--- src/rtl/lsu_ctrl.sv ---
// Load/store sequencer between the core memory stage and the RAM data side.
// Handles byte enables, lane replication, load extraction/extension and access faults.
module lsu_ctrl #(
    parameter int unsigned MEM_WORDS = 500
) (
    input  logic        clk,
    input  logic        rst_n,
    input  logic        req_valid,
    output logic        req_ready,
    input  logic        req_we,
    input  logic [2:0]  req_funct3,
    input  logic [31:0] req_addr,
    input  logic [31:0] req_wdata,
    output logic        rsp_valid,
    output logic [31:0] rsp_rdata,
    output logic        rsp_err,
    output logic [29:0] ram_r_addr,
    input  logic [31:0] ram_r_val,
    output logic        ram_w_enable,
    output logic [29:0] ram_w_addr,
    output logic [31:0] ram_w_val,
    output logic [3:0]  ram_byte_en
);

    typedef enum logic [2:0] {
        S_IDLE    = 3'd0,
        S_ISSUE   = 3'd1,
        S_CAPTURE = 3'd2,
        S_WRITE   = 3'd3,
        S_RESP    = 3'd4
    } state_t;

    state_t      state_q, state_d;
    logic [31:0] addr_q, addr_d;
    logic [2:0]  funct3_q, funct3_d;
    logic        req_ready_q, req_ready_d;
    logic        rsp_valid_q, rsp_valid_d;
    logic        rsp_err_q, rsp_err_d;
    logic [31:0] rsp_rdata_q, rsp_rdata_d;
    logic        w_enable_q, w_enable_d;
    logic [3:0]  byte_en_q, byte_en_d;
    logic [31:0] w_val_q, w_val_d;

    logic        accept_s;
    logic        fault_s;
    logic [31:0] lane_s;
    logic [31:0] load_ext_s;

    // Illegal size encoding, misalignment or word address beyond the RAM.
    function automatic logic is_fault(input logic we, input logic [2:0] f3, input logic [31:0] a);
        logic illegal;
        logic misaligned;
        logic out_of_range;
        illegal      = we ? (f3 > 3'd2) : ((f3 == 3'd3) || (f3 == 3'd6) || (f3 == 3'd7));
        misaligned   = ((f3[1:0] == 2'd1) && a[0]) || ((f3[1:0] == 2'd2) && (a[1:0] != 2'd0));
        out_of_range = (a[31:2] >= 30'(MEM_WORDS));
        return illegal || misaligned || out_of_range;
    endfunction

    assign accept_s = req_valid && req_ready_q;
    assign fault_s  = is_fault(req_we, req_funct3, req_addr);
    assign lane_s   = ram_r_val >> {addr_q[1:0], 3'b000};

    // Load lane extension by latched funct3.
    always_comb begin
        load_ext_s = 32'd0;
        case (funct3_q)
            3'd0:    load_ext_s = {{24{lane_s[7]}}, lane_s[7:0]};
            3'd1:    load_ext_s = {{16{lane_s[15]}}, lane_s[15:0]};
            3'd2:    load_ext_s = lane_s;
            3'd4:    load_ext_s = {24'd0, lane_s[7:0]};
            3'd5:    load_ext_s = {16'd0, lane_s[15:0]};
            default: load_ext_s = 32'd0;
        endcase
    end

    // State and output registers.
    always_ff @(posedge clk or negedge rst_n) begin
        if (!rst_n) begin
            state_q     <= S_IDLE;
            addr_q      <= 32'd0;
            funct3_q    <= 3'd0;
            req_ready_q <= 1'b1;
            rsp_valid_q <= 1'b0;
            rsp_err_q   <= 1'b0;
            rsp_rdata_q <= 32'd0;
            w_enable_q  <= 1'b0;
            byte_en_q   <= 4'd0;
            w_val_q     <= 32'd0;
        end else begin
            state_q     <= state_d;
            addr_q      <= addr_d;
            funct3_q    <= funct3_d;
            req_ready_q <= req_ready_d;
            rsp_valid_q <= rsp_valid_d;
            rsp_err_q   <= rsp_err_d;
            rsp_rdata_q <= rsp_rdata_d;
            w_enable_q  <= w_enable_d;
            byte_en_q   <= byte_en_d;
            w_val_q     <= w_val_d;
        end
    end

    // Next-state sequencing.
    always_comb begin
        state_d = state_q;
        case (state_q)
            S_IDLE: begin
                if (!accept_s) begin
                    state_d = S_IDLE;
                end else if (fault_s) begin
                    state_d = S_RESP;
                end else if (req_we) begin
                    state_d = S_WRITE;
                end else begin
                    state_d = S_ISSUE;
                end
            end
            S_ISSUE:   state_d = S_CAPTURE;
            S_CAPTURE: state_d = S_RESP;
            S_WRITE:   state_d = S_RESP;
            S_RESP:    state_d = S_IDLE;
            default:   state_d = S_IDLE;
        endcase
    end

    // Output/datapath next values; outputs are set up one edge ahead of their state.
    always_comb begin
        addr_d      = accept_s ? req_addr : addr_q;
        funct3_d    = accept_s ? req_funct3 : funct3_q;
        req_ready_d = (state_d == S_IDLE);
        rsp_valid_d = (state_d == S_RESP);
        rsp_err_d   = (state_q == S_IDLE) && (state_d == S_RESP);
        rsp_rdata_d = (state_q == S_CAPTURE) ? load_ext_s : 32'd0;
        w_enable_d  = (state_d == S_WRITE);
        byte_en_d   = 4'd0;
        w_val_d     = 32'd0;
        if (state_d == S_WRITE) begin
            case (req_funct3[1:0])
                2'd0: begin
                    byte_en_d = 4'b0001 << req_addr[1:0];
                    w_val_d   = {4{req_wdata[7:0]}};
                end
                2'd1: begin
                    byte_en_d = 4'b0011 << req_addr[1:0];
                    w_val_d   = {2{req_wdata[15:0]}};
                end
                2'd2: begin
                    byte_en_d = 4'b1111;
                    w_val_d   = req_wdata;
                end
                default: begin
                    byte_en_d = 4'd0;
                    w_val_d   = 32'd0;
                end
            endcase
        end else begin
            byte_en_d = 4'd0;
            w_val_d   = 32'd0;
        end
    end

    assign req_ready    = req_ready_q;
    assign rsp_valid    = rsp_valid_q;
    assign rsp_err      = rsp_err_q;
    assign rsp_rdata    = rsp_rdata_q;
    assign ram_r_addr   = addr_q[31:2];
    assign ram_w_addr   = addr_q[31:2];
    assign ram_w_enable = w_enable_q;
    assign ram_byte_en  = byte_en_q;
    assign ram_w_val    = w_val_q;

endmodule

--- config.mk ---
export PLATFORM = sky130hd
export DESIGN_NAME = lsu_ctrl
export DESIGN_NICKNAME = d
export VERILOG_FILES = /design/src/rtl/lsu_ctrl.sv
export SDC_FILE = /design/constraint.sdc
export NUM_CORES = 1
export LEC_CHECK = 0
export BUFFER_PORTS_ARGS = -buffer_cell sky130_fd_sc_hd__buf_4
export CAP_MARGIN = 25
export CORE_ASPECT_RATIO = 1.25
export CORE_UTILIZATION = 51
export DETAILED_ROUTE_END_ITERATION = 12
export GPL_ROUTABILITY_DRIVEN = 0
export PLACE_DENSITY_LB_ADDON = 0.05
export SKIP_LAST_GASP = 1
export SYNTH_ARGS = -nofsm -noshare
export SYNTH_HDL_FRONTEND = slang
export SYNTH_SLANG_ARGS = --single-unit
--- constraint.sdc ---
create_clock -name clk -period 5 [get_ports clk]
set_clock_uncertainty 0.1 [all_clocks]
set_input_delay 1.5 -clock clk [delete_from_list [all_inputs] [get_ports clk]]
set_output_delay 1.5 -clock clk [all_outputs]
set_load 0.01 [all_outputs]
---- Word level (Yosys, flattened, before mapping) ----
Cells that the tools add are included.
word-level totals
  output and inout port bits .............. 132
  register bits ........................... 110
  input bits .............................. 103
cells by class
  multiplexer cells ....................... 11
  reduce and logical (&&, ||, !) cells .... 15
  equal/unequal tests ..................... 14
  shift-type cells ........................ 3
  $lt $le $gt $ge ......................... 2
operators by type and width
  cell                                                                                  number
  32-bit one-hot mux with 5 select lines                                                1
  32-bit one-hot mux with 3 select lines                                                1
  32-bit 2-to-1 mux                                                                     2
  32-bit by 5-bit right shift with 32-bit output                                        1
  30-bit by 9-bit greater-or-equal comparator with 1-bit output, second input constant  1
  3-bit by 2-bit equality test with 1-bit output, second input constant                 5
  3-bit equality test, second input constant                                            5
  4-bit one-hot mux with 3 select lines                                                 1
  3-bit zero test                                                                       3
  3-bit one-hot mux with 3 select lines                                                 1
  3-bit by 1-bit equality test with 1-bit output, second input constant                 2
  3-bit 2-to-1 mux                                                                      2
  1-bit logical OR                                                                      5
  1-bit logical AND                                                                     4
  4-bit 2-to-1 mux                                                                      1
  1-bit by 2-bit left shift with 4-bit output, first input constant                     1
  2-bit by 2-bit left shift with 4-bit output, first input constant                     1
  3-bit by 2-bit > comparator with 1-bit output, second input constant                  1
  2-bit by 1-bit equality test with 1-bit output, second input constant                 1
  2-bit equality test, second input constant                                            1
  2-bit zero test                                                                       1
  2-bit 2-to-1 mux                                                                      1
  2-bit nonzero test                                                                    1
  2-bit OR reduction                                                                    1
  1-bit 2-to-1 mux                                                                      1

---- Longest topological paths before layout ----
Gate-level depths: netlist of the first run.
  depth in word-level cells ............... 11
  gate-level depth with buffers ........... 7
  depth with buffers taken out ............ 4

---- Worst setup path before layout of the first run ----
OpenSTA, ideal clock, no wires.
  path kind ............................... input -> register
  start ................................... input port req_funct3[0]
  end ..................................... register w_val_q[12], in the netlist ram_w_val[12]
  arrival time ............................ 2870 ps
  required time ........................... 4817 ps
  stages .................................. 7
  setup slack ............................. 1947 ps
  setup time .............................. 83 ps
  buffers on the path ..................... 3
  path through ............................ buf_6 > a211oi_2 > nand3_1 > or4_1 > buf_2 > buf_6 > nor3_2
on the way
  cells in the longest elaborated chain, start to end .. 11
ends and longest elaborated chain
  item                                                                                    line  source
  start, declared                                                                         11    input logic [2:0] req_funct3,
  branches (longest 10 deep; another with 3-bit by 2-bit > comparator with 1-bit output)  n/a
  32-bit 2-to-1 mux (*)                                                                   138   if (state_d == S_WRITE) begin
  named net w_val_d[12]                                                                   42    logic [31:0] w_val_q, w_val_d;
  end signal, assigned                                                                    100   w_val_q <= w_val_d;
  end, declared                                                                           42
Mark *: on every way through the listed nets, which the timed path passes.
A chain may end at the register's enable or synchronous reset.

---- Worst setup path after layout of the first run ----
  start ................................... input port req_addr[24]
  end ..................................... register w_val_q[10], in the netlist ram_w_val[10]
on the way
  cells in the longest elaborated chain, start to end .. 7
ends and longest elaborated chain
  item                                                           line  source
  start, declared                                                12    input logic [31:0] req_addr,
  30-bit by 9-bit greater-or-equal comparator with 1-bit output  56    out_of_range = (a[31:2] >= 30'(MEM_WORDS));
  1-bit logical OR                                               57    return illegal || misaligned || out_of_range;
  3-bit 2-to-1 mux                                               111   end else if (fault_s) begin
  3-bit 2-to-1 mux                                               109   if (!accept_s) begin
  3-bit one-hot mux with 3 select lines                          107   case (state_q)
  3-bit by 2-bit equality test with 1-bit output                 138
  32-bit 2-to-1 mux                                              138
  named net w_val_d[10]                                          42
The timed path passes the listed nets, and every way through them passes these cells.

==> impl_metrics.csv, run 1 <==
group,metric,value,unit
run_status,status,"completed",
placement,dp.cells,757,
timing,timing.fmax,275.7,MHz
worst_setup_path,slowest_delay,1.15,ns
global_route,grt_max_degree,82,
cells_and_area,multi_input_area,0.001957,mm2
global_route,use_met1,27.37,%
timing,worstMarginPinSlew,0.9528,ns
routing,drc_errors,0,
routing,post_drt_via_cell_ratio,5.143,
cells_and_area,syn_to_final_growth,32.35,%
pwr,clkPwrFrac,34.5,%
logic_synthesis,syn-mean-instance-area,11.21,um2
logic_synthesis,yosys-top-cells-area,"dfrtp_1 51%, buf_4 8.4%, mux2_2 7.6%",
pwr,p_switching,584.5,uW
logic_synthesis,ys_seq_area_share,51.49,%
timing,hold_slack,0.3971,ns
pwr,p_per_area,315.6,mW/mm2
logic_synthesis,synth_commonest_cells,"109 x dfrtp_1, 60 x buf_4, 36 x mux2_2, 29 x nor2_1, 29 x nor3_2",
hold_path,worst_hold_path.endpoint,"rsp_valid$_DFF_PN0_",
cells_and_area,stdcell_area,0.007079,mm2
timing,fin_crit_sh,72.54,%
floorplan,start_util,52.66,%
routing,wl_per_cell,16.45,um
timing,rsz0062_at_grt,"no",
flow_run,drv_cap,0,
cts,clock-sinks,110,
pwr,pwr-share-seq,43.9,%
worst_setup_path,regToRegSetupSlack,2.85,ns
logic_synthesis,async_flop_share,100.0,%
logic_synthesis,ys.flop_type,"dfrtp_1",
cells_and_area,drive_gt1_share,51.32,%
timing,finalSetupTns,0,ns
cts,cts_root_buffer,"clkbuf_16",
logic_synthesis,synth_top_area_share,50.99,%
worst_setup_path,cp_cell_sequence,"buf_4, nor4_1, nand3_1, or4_2, nor3_2",
worst_setup_path,critPathSlowestCell,"or4_2",
worst_setup_path,r2r_cells,4,
placement,dp_hpwl,9275,um
routing,vias,3981,
cts,post-cts-setup-buffers,0,
routing,drt_iter0_drc,125,
cts,holdBufCountCts,0,
placement,io_buffers,234,
worst_setup_path,r2r_start,"state_q[2]$_DFF_PN0_",
pwr,swShare,26.16,%
cells_and_area,seq_area,0.002754,mm2
timing,min_period,3.627,ns
pwr,leakagePower,3.505,nW
cts,cts.clk_slew.worst_paths,0.07,ns
worst_setup_path,crit_fanout,34,
global_route,grt_pass1_wl,19060,um
pwr,vdd_ir_drop_max,0.1888,mV
cells_and_area,diodes,0,
logic_synthesis,netlist_area,0.005349,mm2
cts,insertion_delay,0.34,ns
logic_synthesis,synth_most_common_cell,"dfrtp_1",
worst_setup_path,crit-reg2reg-capture,"rsp_rdata[21]$_DFF_PN0_",
logic_synthesis,ys.warnings.count,0,
timing,hold_viol_final,0,
routing,ant_nets,0,
global_route,grt_overflow,0,
cells_and_area,fin_cells,774,
logic_synthesis,synth_edf_count,0,
floorplan,die_h,116.5,um
pwr,combPwrFrac,21.6,%
cells_and_area,nFillCells,782,
logic_synthesis,synth_seq_cells,110,
cts,htreeDepth,3,
pwr,p_int,1.650,mW
cells_and_area,utilization,69.70,%
timing,setup_violations,0,
global_route,grtUsageMet3,5.794,%
worst_setup_path,worstSetupStartpointType,"input pin",
worst_setup_path,path_class,"input pin to register",
logic_synthesis,netlist_instances,477,
placement,dpl_cell_area,0.006726,mm2
global_route,grt.met2_usage,40.05,%
worst_setup_path,cp-end-kind,"register",
hold_path,min_path_type,"register to register",
global_route,grt_pass1_vias,3829,
routing,wl,12730,um
global_route,track_usage,22.90,%
timing,slew_headroom,36.48,%
floorplan,die_w,93.60,um
hold_path,hold-path-cell-count,1,
cells_and_area,finalNetCount,743,
global_route,antenna_found_initial,0,
floorplan,coreArea,0.01016,mm2
floorplan,rows,41,
cts,cts_made_buffers,9,
logic_synthesis,synth_area_leader_cell,"dfrtp_1",
cts,cts_tree,"yes",
worst_setup_path,critical_path_required,5.15,ns
floorplan,die_area,0.01090,mm2
cts,post_cts_resized,0,
pwr,finalPower,2.234,mW
worst_setup_path,worstPathArrival,3.78,ns
cts,clockBufferDepth,2,
logic_synthesis,syn-num-nets,580,
floorplan,io-pin-count,235,
global_route,busiest_layer,"met2",
placement,dp_slack,1.054,ns
timing,drv_slew,0,
logic_synthesis,synth.distinct_cells,42,
hold_path,hold_start,"state_q[2]$_DFF_PN0_",
routing,dr.pass1.iters,5,
timing,worst_slack,1.373,ns
## final cells by class
class / instances / share of cell area (%)
sequential: 110 / 38.90
multi-input combinational: 266 / 27.64
timing repair buffer: 243 / 26.05
clock buffer: 11 / 3.429
tap: 129 / 2.280
clock inverter: 5 / 1.166
inverter: 10 / 0.5302
## registers in the layout (all words and copies together) (netlist names)
name	count
addr_q	32
req_ready	1
rsp_valid	1
ram_byte_en	4
ram_w_val	32
rsp_rdata	32
ram_w_enable	1
rsp_err	1
funct3_q	3
state_q	3
## cells in the final DEF (no fill, tap or decap), types with 5 or more instances in the layout
cell	synthesis	final
dfrtp_1	109	109
inv_1	10	10
nor3_1	9	9
mux2_2	36	36
buf_4	60	242
mux2i_1	27	27
a21oi_1	26	26
nor3_2	29	29
nor2b_1	12	12
and2_1	5	5
clkbuf_16	0	9
a211oi_1	14	14
a2bb2oi_1	8	8
nor2_1	29	29
o21ai_0	17	17
nand2_1	21	20
## cell families (layout without fill, tap and decap cells)
family                 after synthesis  in the layout  share of synthesized area [%]
muxes                               64             64                          13.05
DFF                                110            110                          51.49
AOI/OAI and AO/OA                   76             76                          8.959
and+or+nand+nor                    126            126                          14.50
buffers and inverters              101            269                          12.00
## worst max path at each step
| stage | startpoint | to | slack [ns] | depth (start not counted) |
|---|---|---|---|---|
| floorplan | req_funct3[0] | ram_w_val[12]$_DFF_PN0_ | 1.95 | 7 |
| global placement | req_addr[24] | rsp_err$_DFF_PN0_ | 1.09 | 5 |
| detailed placement | req_addr[24] | ram_w_val[29]$_DFF_PN0_ | 1.05 | 5 |
| CTS | req_addr[24] | ram_w_val[29]$_DFF_PN0_ | 1.42 | 5 |
| global route | req_addr[19] | ram_w_val[29]$_DFF_PN0_ | 1.28 | 5 |
| finish | req_addr[24] | ram_w_val[10]$_DFF_PN0_ | 1.37 | 5 |
## metal layers
metal / share of wire, % / vias to the layer above
li1: - / 1907
met1: 39 / 1917
met2: 53 / 140
met3: 6.0 / 17
met4: 1.8 / 0
met5: 0 / -
## power by group through the flow
| stage | registers [mW] | clock network [mW] | logic [mW] |
|---|---|---|---|
| finish | 0.981 | 0.771 | 0.483 |
| global route | 0.987 | 0.823 | 0.521 |
| CTS | 0.982 | 0.787 | 0.485 |
| detailed placement | 0.999 | 0 | 0.484 |
| global placement | 0.995 | 0 | 0.480 |
| floorplan | 0.987 | 0 | 0.348 |
## critical path: cells and delay by family
kind / cells / cell delay (ns)
buf+inv: 1 / 0.11
simple gates: 4 / 2.14
Power figures use the tool's default switching activity.
==> inputs of run 2 (changes only) <==
Settings changed: CORE_UTILIZATION 51 to 48.
Clock period 5 ns to 3.69 ns, I/O delays scaled along.
==> run 2 against run 1 <==
  * Final area barely moved
  * Wire length rose by 1.8%
  * Cell count rose by 0.52%
  * Die area rose by 6.1%
  * Clock-buffer cell count rose by 2
  * Clock power rose by 34%
  * First-iteration DRC count rose by 0.80%
  * Critical path depth rose by 1
  * Total power rose by 35%
  * Critical endpoint is now ram_w_val[22]$_DFF_PN0_
  * Largest power group unchanged
==> impl_metrics.csv, run 2 (same netlist as run 1, synthesis figures left out) <==
group,metric,value,unit
worst_setup_path,path_class,"input pin to register",
global_route,antenna_found_initial,0,
hold_path,hold_start,"state_q[2]$_DFF_PN0_",
routing,drc_errors,0,
floorplan,die_h,120.0,um
cells_and_area,drive_gt1_share,51.08,%
floorplan,start_util,49.89,%
cts,cts_made_buffers,9,
placement,dp_hpwl,9584,um
hold_path,hold-path-cell-count,1,
cells_and_area,diodes,0,
timing,setup_violations,0,
timing,slew_headroom,35.05,%
cells_and_area,final_cell_mix,"243 x buf_4, 109 x dfrtp_1, 36 x mux2_2",
worst_setup_path,crit_fanout,34,
global_route,grt_max_degree,57,
worst_setup_path,regToRegSetupSlack,1.47,ns
cells_and_area,fin_cells,778,
worst_setup_path,worstSetupStartpointType,"input pin",
floorplan,coreArea,0.01072,mm2
hold_path,min_path_type,"register to register",
worst_setup_path,r2r_start,"addr_q[0]$_DFFE_PN0P_",
global_route,grt.met2_usage,38.21,%
global_route,grt_pass1_wl,19690,um
cells_and_area,utilization,66.01,%
hold_path,worst_hold_path.endpoint,"state_q[2]$_DFF_PN0_",
global_route,busiest_layer,"met2",
routing,dr.pass1.iters,4,
global_route,track_usage,22.63,%
floorplan,rows,42,
global_route,use_met1,27.51,%
pwr,leakagePower,3.500,nW
global_route,grt_overflow,0,
timing,drv_slew,0,
pwr,clkPwrFrac,34.3,%
cts,htreeDepth,3,
pwr,swShare,25.99,%
placement,dp_slack,0.4110,ns
floorplan,io-pin-count,235,
cts,clock-sinks,110,
timing,min_period,2.887,ns
cts,post-cts-setup-buffers,0,
cells_and_area,final_common_cell,"buf_4",
pwr,vdd_ir_drop_max,0.2752,mV
worst_setup_path,r2r_cells,4,
timing,fin_crit_sh,78.24,%
placement,io_buffers,234,
worst_setup_path,crit-reg2reg-capture,"rsp_rdata[9]$_DFF_PN0_",
routing,ant_nets,0,
run_status,status,"completed",
routing,drt_iter0_drc,126,
flow_run,drv_cap,0,
cts,insertion_delay,0.35,ns
floorplan,die_w,96.42,um
global_route,grtUsageMet3,6.147,%
timing,hold_slack,0.4162,ns
worst_setup_path,cp-end-kind,"register",
pwr,p_int,2.235,mW
routing,post_drt_via_cell_ratio,5.198,
cts,post_cts_resized,0,
worst_setup_path,crit_start,"req_addr[14]",
global_route,grt_pass1_vias,3948,
worst_setup_path,critical_path_required,3.85,ns
routing,wl_per_cell,16.66,um
timing,worstMarginPinSlew,0.9743,ns
routing,vias,4044,
pwr,combPwrFrac,21.2,%
cts,holdBufCountCts,0,
cells_and_area,syn_to_final_growth,32.30,%
worst_setup_path,worstPathArrival,3.04,ns
pwr,p_switching,784.9,uW
pwr,p_per_area,426.8,mW/mm2
timing,timing.fmax,346.4,MHz
cells_and_area,finalNetCount,744,
floorplan,die_area,0.01157,mm2
cts,cts_tree,"yes",
cts,cts.clk_slew.worst_paths,0.07,ns
timing,rsz0062_at_grt,"no",
cells_and_area,nFillCells,881,
cts,clockBufferDepth,2,
timing,hold_viol_final,0,
placement,dp.cells,762,
timing,finalSetupTns,0,ns
routing,wl,12960,um
pwr,pwr-share-seq,44.5,%
timing,worst_slack,0.8029,ns
cts,cts_root_buffer,"clkbuf_16",
==> run 2: cell count changes in the layout (fill, tap and decap cells not counted) <==
| cell | previous run | this run |
|---|---|---|
| clkinv_2 | 1 | 0 |
| buf_4 | 242 | 243 |
| buf_16 | 1 | 0 |
| clkbuf_1 | 1 | 3 |
| clkinv_4 | 2 | 1 |
| buf_12 | 0 | 1 |
==> run 2: per-layer routing <==
| metal | wire [um] | part of all wire [%] |
|---|---|---|
| met1 | 5124 | 40 |
| met2 | 6803 | 52 |
| met3 | 744 | 5.7 |
| met4 | 286 | 2.2 |
| met5 | 0 | 0 |
==> run 2: power groups by stage <==
stage | Combinational [mW] | Sequential, mW | Clock, mW
final | 0.641 | 1.34 | 1.03
after global routing | 0.693 | 1.36 | 1.11
after CTS | 0.649 | 1.35 | 1.06
after detailed placement | 0.647 | 1.37 | 0
after global placement | 0.639 | 1.36 | 0
after floorplan | 0.472 | 1.34 | 0
==> run 2: layout make-up <==
class / instances / area (um2) / share of cell area [%]
clock buffer: 13 / 250.2 / 3.536
clock inverter: 3 / 68.82 / 0.9724
inverter: 10 / 37.54 / 0.5304
multi-input combinational: 266 / 1957 / 27.65
sequential: 110 / 2754 / 38.91
tap: 132 / 165.2 / 2.334
timing repair buffer: 244 / 1844 / 26.06
==> run 2: worst max path at each step <==
stage | end | slack, ns | cells after the start
6_report | ram_w_val[22]$_DFF_PN0_ | 0.80 | 6
5_1_grt | ram_w_val[8]$_DFF_PN0_ | 0.64 | 6
4_1_cts | ram_w_val[22]$_DFF_PN0_ | 0.77 | 6
3_5_place_dp | ram_w_val[31]$_DFF_PN0_ | 0.41 | 6
3_3_place_gp | ram_byte_en[3]$_DFF_PN0_ | 0.45 | 6
2_1_floorplan | ram_w_val[12]$_DFF_PN0_ | 1.03 | 7
==> run 2: critical path: stages <==
cell and delay (ns):
buf_4 0.11, nor4_1 0.34, nand4_1 0.22, or4_2 0.70, buf_4 0.31, nor3_2 0.24
==> run 2: through the flow <==
stage / power, mW / cell area (um2)
2_1_floorplan: 1.809 / 5349
3_3_place_gp: 2.003 / 6758
3_5_place_dp: 2.015 / 6758
4_1_cts: 3.056 / 7077
5_1_grt: 3.158 / 7077
6_report: 3.020 / 7077
==> inputs of run 3 (changes only) <==
Settings changed: CORE_UTILIZATION 48 to 43.
Clock period 3.69 ns to 2.35 ns, I/O delays scaled along.
==> run 3 against run 2 <==
  * Combinational power grew 65%
  * Utilization is 5.4 points lower
  * Largest cell class unchanged
  * Hold slack worse by 0.16 ns
  * Clock power grew 57%
  * Wire length is 7.4% higher
  * Total power grew 58%
  * Sequential share of layout area decreased by 1.5 points
  * Setup slack got worse by 0.75 ns
  * Critical endpoint is now ram_byte_en[3]$_DFF_PN0_
  * Non-clock buffer count grew 22
  * Register-to-register slack worse by 1.0 ns
==> impl_metrics.csv, run 3 (same netlist as run 1, synthesis figures left out) <==
group,metric,value,unit
worst_setup_path,cp-end-kind,"register",
global_route,grt_pass1_vias,4285,
global_route,grt_max_degree,42,
timing,finalSetupTns,0,ns
timing,timing.fmax,436.3,MHz
routing,dr.pass1.iters,4,
routing,ant_nets,0,
cts,holdBufCountCts,0,
cts,cts_tree,"yes",
floorplan,die_area,0.01289,mm2
cells_and_area,stdcell_area,0.007370,mm2
placement,dp_hpwl,10180,um
timing,rsz0062_at_grt,"no",
pwr,swShare,26.76,%
cts,clockBufferDepth,2,
floorplan,rows,45,
global_route,grt_overflow,0,
cells_and_area,final_cell_mix,"260 x buf_4, 109 x dfrtp_1, 36 x mux2_2",
run_status,status,"completed",
routing,drc_errors,0,
hold_path,min_path_type,"input pin to asynchronous set/reset pin",
worst_setup_path,r2r_start,"funct3_q[0]$_DFFE_PN0P_",
timing,slew_headroom,61.62,%
cts,post-cts-setup-buffers,0,
timing,worst_slack,0.05778,ns
routing,wl,13920,um
routing,drt_iter0_drc,97,
pwr,finalPower,4.787,mW
global_route,grt_pass1_wl,21050,um
flow_run,drv_cap,0,
cts,cts.clk_slew.worst_paths,0.07,ns
cells_and_area,syn_to_final_growth,37.78,%
timing,setup_violations,0,
routing,vias,4132,
cells_and_area,drive_gt1_share,53.14,%
placement,io_buffers,234,
pwr,vdd_ir_drop_max,0.3410,mV
global_route,antenna_found_initial,0,
global_route,track_usage,21.68,%
worst_setup_path,crit_buf_inv,3,
pwr,pwr-share-seq,43.9,%
worst_setup_path,crit_fanout,17,
timing,drv_slew,0,
cts,cts_root_buffer,"clkbuf_16",
pwr,p_int,3.506,mW
pwr,combPwrFrac,22.1,%
cts,clock-sinks,110,
timing,worstMarginPinSlew,0.5596,ns
worst_setup_path,path_class,"input pin to register",
timing,fin_crit_sh,97.54,%
timing,hold_viol_final,0,
pwr,leakagePower,3.638,nW
placement,dp_slack,-0.5281,ns
cts,insertion_delay,0.34,ns
worst_setup_path,slowest_delay,0.64,ns
cts,cts_made_buffers,9,
cells_and_area,diodes,0,
worst_setup_path,regToRegSetupSlack,0.47,ns
placement,dpl_cell_area,0.007003,mm2
floorplan,die_h,126.7,um
worst_setup_path,crit-reg2reg-capture,"rsp_rdata[11]$_DFF_PN0_",
worst_setup_path,crit_family,"simple AND/OR/NAND/NOR gates",
floorplan,io-pin-count,235,
cells_and_area,finalNetCount,766,
timing,min_period,2.292,ns
worst_setup_path,worstPathArrival,2.45,ns
worst_setup_path,worstSetupStartpointType,"input pin",
floorplan,start_util,43.98,%
timing,hold_slack,0.2580,ns
routing,wl_per_cell,16.72,um
floorplan,die_w,101.8,um
pwr,p_per_area,649.5,mW/mm2
worst_setup_path,crit_top_cell,"buf_4",
routing,post_drt_via_cell_ratio,4.966,
worst_setup_path,critPathSlowestCell,"or4_4",
pwr,clkPwrFrac,33.9,%
cts,htreeDepth,3,
worst_setup_path,cp_cell_sequence,"buf_4, nor4_4, buf_4, nand4_1, or4_4, buf_12, nor3_1",
floorplan,coreArea,0.01216,mm2
worst_setup_path,r2r_cells,4,
pwr,p_switching,1.281,mW
worst_setup_path,critical_path_required,2.51,ns
cells_and_area,final_common_cell,"buf_4",
-- run 3: routing by layer --
layer  wire length, um  vias up  GRT usage (%)
li1                  -     1957              -
met1              5470     2000          24.79
met2              7278      156          38.55
met3               904       19          5.565
met4               261        0          7.673
met5                 0        -              0
-- run 3: power by group through the flow --
stage | clock network, mW | logic, mW | registers, mW
finish | 1.62 | 1.06 | 2.10
global route | 1.74 | 1.14 | 2.12
CTS | 1.66 | 1.07 | 2.10
detailed placement | 0 | 1.06 | 2.14
global placement | 0 | 1.05 | 2.13
floorplan | 0 | 0.741 | 2.10
-- run 3: how the worst max path moves through the flow --
stage               cells after the start                       end  slack [ns]     startpoint
CTS                                     7   ram_w_val[27]$_DFF_PN0_        0.02   req_addr[24]
global route                            7  ram_byte_en[3]$_DFF_PN0_        0.02   req_addr[19]
finish                                  7  ram_byte_en[3]$_DFF_PN0_        0.06   req_addr[19]
detailed placement                      7  ram_byte_en[3]$_DFF_PN0_       -0.53   req_addr[19]
floorplan                               7   ram_w_val[12]$_DFF_PN0_        0.09  req_funct3[0]
global placement                        7    ram_w_val[8]$_DFF_PN0_       -0.51   req_addr[19]
-- run 3: cell type report --
| class | count | area, um2 |
|---|---|---|
| Multi-Input combinational cell | 266 | 1978 |
| Sequential cell | 110 | 2754 |
| Clock inverter | 6 | 86.33 |
| Clock buffer | 10 | 229.0 |
| Timing Repair Buffer | 266 | 2079 |
| Fill cell | 1068 | 4792 |
| Tap cell | 164 | 205.2 |
| Inverter | 10 | 37.54 |
-- run 3: what timing repair did --
action                                  in CTS  in global routing
resized for setup                            3                  2
gates cloned                                 1                  0
pin swaps                                    1                  1
endpoints found under the setup margin      34                 15
-- run 3: through the flow --
stage | instances | utilization, %
finish | 832 | 60.60
global route | 832 | 60.60
CTS | 832 | 60.59
detailed placement | 815 | 57.58
global placement | 815 | 57.58
floorplan | 477 | -
